--- src/rtl/fetch_pc_ctrl_pkg.sv ---
// Shared definitions for the fetch PC controller: FSM encoding and PC constants.
package fetch_pc_ctrl_pkg;

    typedef enum logic [1:0] {
        S_REQ  = 2'd0,
        S_WAIT = 2'd1,
        S_DROP = 2'd2,
        S_HOLD = 2'd3
    } state_t;

    localparam int          PC_INCR          = 4;
    localparam logic [63:0] RESET_PC_DEFAULT = 64'h0;

endpackage

--- src/rtl/fetch_pc_ctrl_add4.sv ---
// Parameterized add-four adder; wraps modulo 2^SIZE with no carry out.
module fetch_pc_ctrl_add4
    import fetch_pc_ctrl_pkg::*;
#(
    parameter int SIZE = 64
) (
    input  logic [SIZE-1:0] a,
    output logic [SIZE-1:0] sum
);

    assign sum = a + SIZE'(PC_INCR);

endmodule

--- src/rtl/fetch_pc_ctrl.sv ---
// Fetch PC controller: one outstanding instruction-memory read, redirectable at any time,
// handing {pc, instr} to decode over a valid/ready interface.
module fetch_pc_ctrl
    import fetch_pc_ctrl_pkg::*;
#(
    parameter int              SIZE     = 64,
    parameter int              INSTR_W  = 32,
    parameter logic [SIZE-1:0] RESET_PC = SIZE'(RESET_PC_DEFAULT)
) (
    input  logic               clk,
    input  logic               rst_n,
    input  logic               redirect_valid,
    input  logic [SIZE-1:0]    redirect_pc,
    output logic               imem_req_valid,
    input  logic               imem_req_ready,
    output logic [SIZE-1:0]    imem_req_addr,
    input  logic               imem_resp_valid,
    input  logic [INSTR_W-1:0] imem_resp_data,
    output logic               if_valid,
    input  logic               if_ready,
    output logic [SIZE-1:0]    if_pc,
    output logic [INSTR_W-1:0] if_instr
);

    localparam logic [SIZE-1:0] ALIGN_MASK = ~SIZE'(3);

    state_t              state, state_next;
    logic [SIZE-1:0]     pc, pc_next, pc_plus4;
    logic [INSTR_W-1:0]  instr_buf;
    logic                buf_load;
    logic                fire;
    logic [SIZE-1:0]     redirect_target;

    fetch_pc_ctrl_add4 #(.SIZE(SIZE)) u_add4 (
        .a   (pc),
        .sum (pc_plus4)
    );

    assign fire            = imem_req_valid & imem_req_ready;
    assign redirect_target = redirect_pc & ALIGN_MASK;

    // State register plus the PC and instruction buffer it steers.
    always_ff @(posedge clk) begin
        // NOTE: non-blocking assignments keep every flop sampling pre-edge values.
        if (!rst_n) begin
            state     <= S_REQ;
            pc        <= RESET_PC;
            instr_buf <= '0;
        end else begin
            state <= state_next;
            pc    <= pc_next;
            if (buf_load) begin
                instr_buf <= imem_resp_data;
            end
        end
    end

    // Redirect outranks every other event; a redirect with a request in flight must
    // first swallow the stale response (S_DROP) before issuing the new fetch.
    always_comb begin
        // NOTE: defaults up front so no path through the case leaves a latch.
        state_next = state;
        pc_next    = pc;
        buf_load   = 1'b0;
        unique case (state)
            S_REQ: begin
                if (redirect_valid) begin
                    pc_next    = redirect_target;
                    state_next = fire ? S_DROP : S_REQ;
                end else if (fire) begin
                    state_next = S_WAIT;
                end
            end
            S_WAIT: begin
                if (redirect_valid) begin
                    pc_next    = redirect_target;
                    state_next = imem_resp_valid ? S_REQ : S_DROP;
                end else if (imem_resp_valid) begin
                    buf_load   = 1'b1;
                    state_next = S_HOLD;
                end
            end
            S_DROP: begin
                if (redirect_valid) begin
                    pc_next = redirect_target;
                end
                if (imem_resp_valid) begin
                    state_next = S_REQ;
                end
            end
            S_HOLD: begin
                if (redirect_valid) begin
                    pc_next    = redirect_target;
                    state_next = S_REQ;
                end else if (if_ready) begin
                    pc_next    = pc_plus4;
                    state_next = S_REQ;
                end
            end
            default: state_next = S_REQ;
        endcase
    end

    always_comb begin
        imem_req_valid = 1'b0;
        if_valid       = 1'b0;
        unique case (state)
            S_REQ:   imem_req_valid = 1'b1;
            S_HOLD:  if_valid       = !redirect_valid;
            default: ;
        endcase
    end

    assign imem_req_addr = pc;
    assign if_pc         = pc;
    assign if_instr      = instr_buf;

endmodule
--- config.mk ---
export PLATFORM = sky130hd
export DESIGN_NAME = fetch_pc_ctrl
export DESIGN_NICKNAME = d
export VERILOG_FILES = /design/src/rtl/fetch_pc_ctrl_pkg.sv /design/src/rtl/fetch_pc_ctrl_add4.sv /design/src/rtl/fetch_pc_ctrl.sv
export SDC_FILE = /design/constraint.sdc
export NUM_CORES = 1
export LEC_CHECK = 0
export ABC_AREA = 1
export CORE_UTILIZATION = 30
export DETAILED_ROUTE_END_ITERATION = 16
export PLACE_DENSITY = 0.58
export SLEW_MARGIN = 20
export SYNTH_ARGS = -nofsm -noshare
export SYNTH_HDL_FRONTEND = slang
export SYNTH_HIERARCHICAL = 1
export SYNTH_SLANG_ARGS = --single-unit
--- constraint.sdc ---
create_clock -name clk -period 4.1 [get_ports clk]
set_input_delay 1.23 -clock clk [delete_from_list [all_inputs] [get_ports clk]]
set_output_delay 1.23 -clock clk [all_outputs]
set_load 0.01 [all_outputs]
==> results.toml <==
[outcome]
status = "finished clean"

[synthesis]
ys_seq_area_share_pct = 30.9
synth_cell_types = 30
syn-num-nets = 1079
synth-seq-cells = 98
ys.warnings.count = 6
synthesis.area_um2 = 6350
synth_ff_type = "dfxtp_1"
async_flop_share_pct = 0
synth_area_per_cell_um2 = 6.50
synth_edf_count = 0
synth_cells = 976

[clock_tree]
cts_setup_buffers = 0
cts_tree = "yes"
h-tree-depth = 3
clk_latency_ns = 0.35
cts-resized-gates = 0
cts_buffer_depth = 2
clkTransAtPathRegs_ns = 0.07
cts.sinks = 98
cts_buffers = 9
ctsHoldBuffers = 0
cts_root_buf = "clkbuf_16"

[routing]
viasPerCell = 4.83
num_vias = 6848
postRouteWirelength_um = 22600
dr.pass1.iters = 5
drtIter0Drc = 279
drt.antenna.violating_nets = 0
remaining_drc_errors = 0
avgRoutedWirePerCell_um = 15.9

[worst_setup_path]
r2r_setup_slack_ns = 1.97
cp_data_required_time_ns = 2.87
crit_arrival_ns = 2.06
r2r_cells = 9
endpoint_kind = "primary output"
path_max_fanout = 2
rr_endpoint = "if_pc[63]"
reg2reg_from = "if_pc[29]"
path_class = "input pin to primary output"
startpoint_type = "input pin"

[worst_hold_path]
hold_depth = 2
hp-start = "if_instr[14]"
min_path_type = "flop to flop"
hold_end = "if_instr[14]"

[floorplan]
num_rows = 52
num_io_pins = 264
dieHeight_um = 147
die_w_um = 147
initial_core_util_pct = 31.0
core_um2 = 20500
die-area_um2 = 21700

[cells_and_area]
layout_common_cells = "259 x clkdlybuf4s50_1, 204 x nand2_1, 179 x nor2_1"
diodes = 0
final_area_um2 = 8950
layout-drive-gt1-share_pct = 5.40
area_growth_pct = 41.0
final_common_cell = "clkdlybuf4s50_1"
final_core_util_pct = 43.7
fin_nets = 1249
fill_cells = 2213

[power]
total_power_mw = 2.70
switchingPower_mw = 0.796
comb_power_share_pct = 25.1
p_clk_share_pct = 32.7
p_seq_share_pct = 42.1
swShare_pct = 29.4
p_leak_nw = 3.19
ir_worst_vdd_mv = 0.184
p_int_mw = 1.91
powerDensity_nw_per_um2 = 302

[placement]
place_hpwl_um = 17100
portBuffers = 261
place.gp.congestion = 0.918
placed_area_um2 = 8650
pre_cts_slack_ns = 0.793

[global_routing]
grt_pass1_wl_um = 34700
overflow = 0
grt_pass1_vias = 6359
antenna_found_initial = 1
track_usage_pct = 20.5
grt_max_degree = 124

[timing]
finClkSkew_ns = 0.00768
drv_slew = 0
tightest_slew_ns = 1.00
fin_ws_ns = 0.811
fin_crit_sh_pct = 80.2
rsz0062_at_grt = "false"
finalSetupViolCount = 0
hold_viol = 0
relSlewSlack_pct = 33.2
fin_crit_ns = 3.29
max_freq_ghz = 0.304
fin_tns_setup_ns = 0

[run]
maxCapViolations = 0
[Yosys cell counts, types with 11 or more instances]
library cell / instances / area (um2)
buf_2: 19 / 95.1
nand4_1: 11 / 68.8
clkbuf_1: 18 / 67.6
a21oi_1: 53 / 265
buf_4: 67 / 503
xor2_1: 12 / 105
nand2_1: 204 / 766
o21ai_1: 21 / 105
dfxtp_1: 98 / 1960
xnor2_1: 20 / 175
nand3_1: 20 / 100
inv_1: 53 / 199
o21ai_0: 90 / 450
nor2_1: 179 / 672
o22ai_1: 59 / 369
[per-layer routing]
layer | vias to the layer above | share of wire [%] | global-route usage [%]
met5 | - | 0.058 | 0
met4 | 2 | 1.7 | 6.34
met3 | 24 | 8.3 | 5.52
met2 | 265 | 47 | 34.5
met1 | 3076 | 43 | 25.4
li1 | 3481 | - | -
[area by class of cell]
| type | count | area [um2] | area share [%] |
|---|---|---|---|
| Sequential cell | 98 | 1960 | 21.9 |
| Tap cell | 270 | 338 | 3.78 |
| Multi-Input combinational cell | 715 | 3490 | 39.0 |
| Timing Repair Buffer | 267 | 2660 | 29.7 |
| Clock inverter | 2 | 37.5 | 0.419 |
| Clock buffer | 12 | 256 | 2.87 |
| Inverter | 55 | 206 | 2.31 |
[how the worst max path moves through the flow]
stage                     cells past startpoint  slack, ns        to           start
final                                         3       0.81  if_valid  redirect_valid
after global routing                          3       0.75  if_valid  redirect_valid
after CTS                                     3       0.79  if_valid  redirect_valid
after detailed placement                      3       0.79  if_valid  redirect_valid
after global placement                        3       0.79  if_valid  redirect_valid
after floorplan                               3       1.09  if_valid  redirect_valid
[worst max-delay path: stages]
cell,delay (ns)
buf_2,0.12
nor2_4,0.13
clkdlybuf4s50_1,0.58
[stage by stage]
| step | cells | hold WS (ns) |
|---|---|---|
| after floorplan | 976 | 0.507 |
| after global placement | 1405 | 0.462 |
| after detailed placement | 1405 | 0.473 |
| after CTS | 1419 | 0.487 |
| after global routing | 1419 | 0.502 |
| final | 1419 | 0.483 |
[power groups by stage]
| stage | logic [mW] | registers (mW) | clock network, mW |
|---|---|---|---|
| 2_1_floorplan | 0.342 | 1.16 | 0 |
| 3_3_place_gp | 0.679 | 1.16 | 0 |
| 3_5_place_dp | 0.683 | 1.16 | 0 |
| 4_1_cts | 0.685 | 1.14 | 0.913 |
| 5_1_grt | 0.739 | 1.16 | 0.955 |
| 6_report | 0.680 | 1.14 | 0.885 |
[kinds of logic after synthesis]
family	Yosys count	synth area share, %
xor gates and xnor gates	32	4.41
and+or+nand+nor	447	29.9
DFF	98	30.9
AOI/OAI and AO/OA	235	20.3
buffers and inverters	163	14.2
adders and majority gates	1	0.197
[flip-flops by register name, indices dropped and copies added (netlist names)]
register / count
if_instr: 32
if_pc: 64
state: 2
Note: power is estimated with default switching activity, not from simulation.
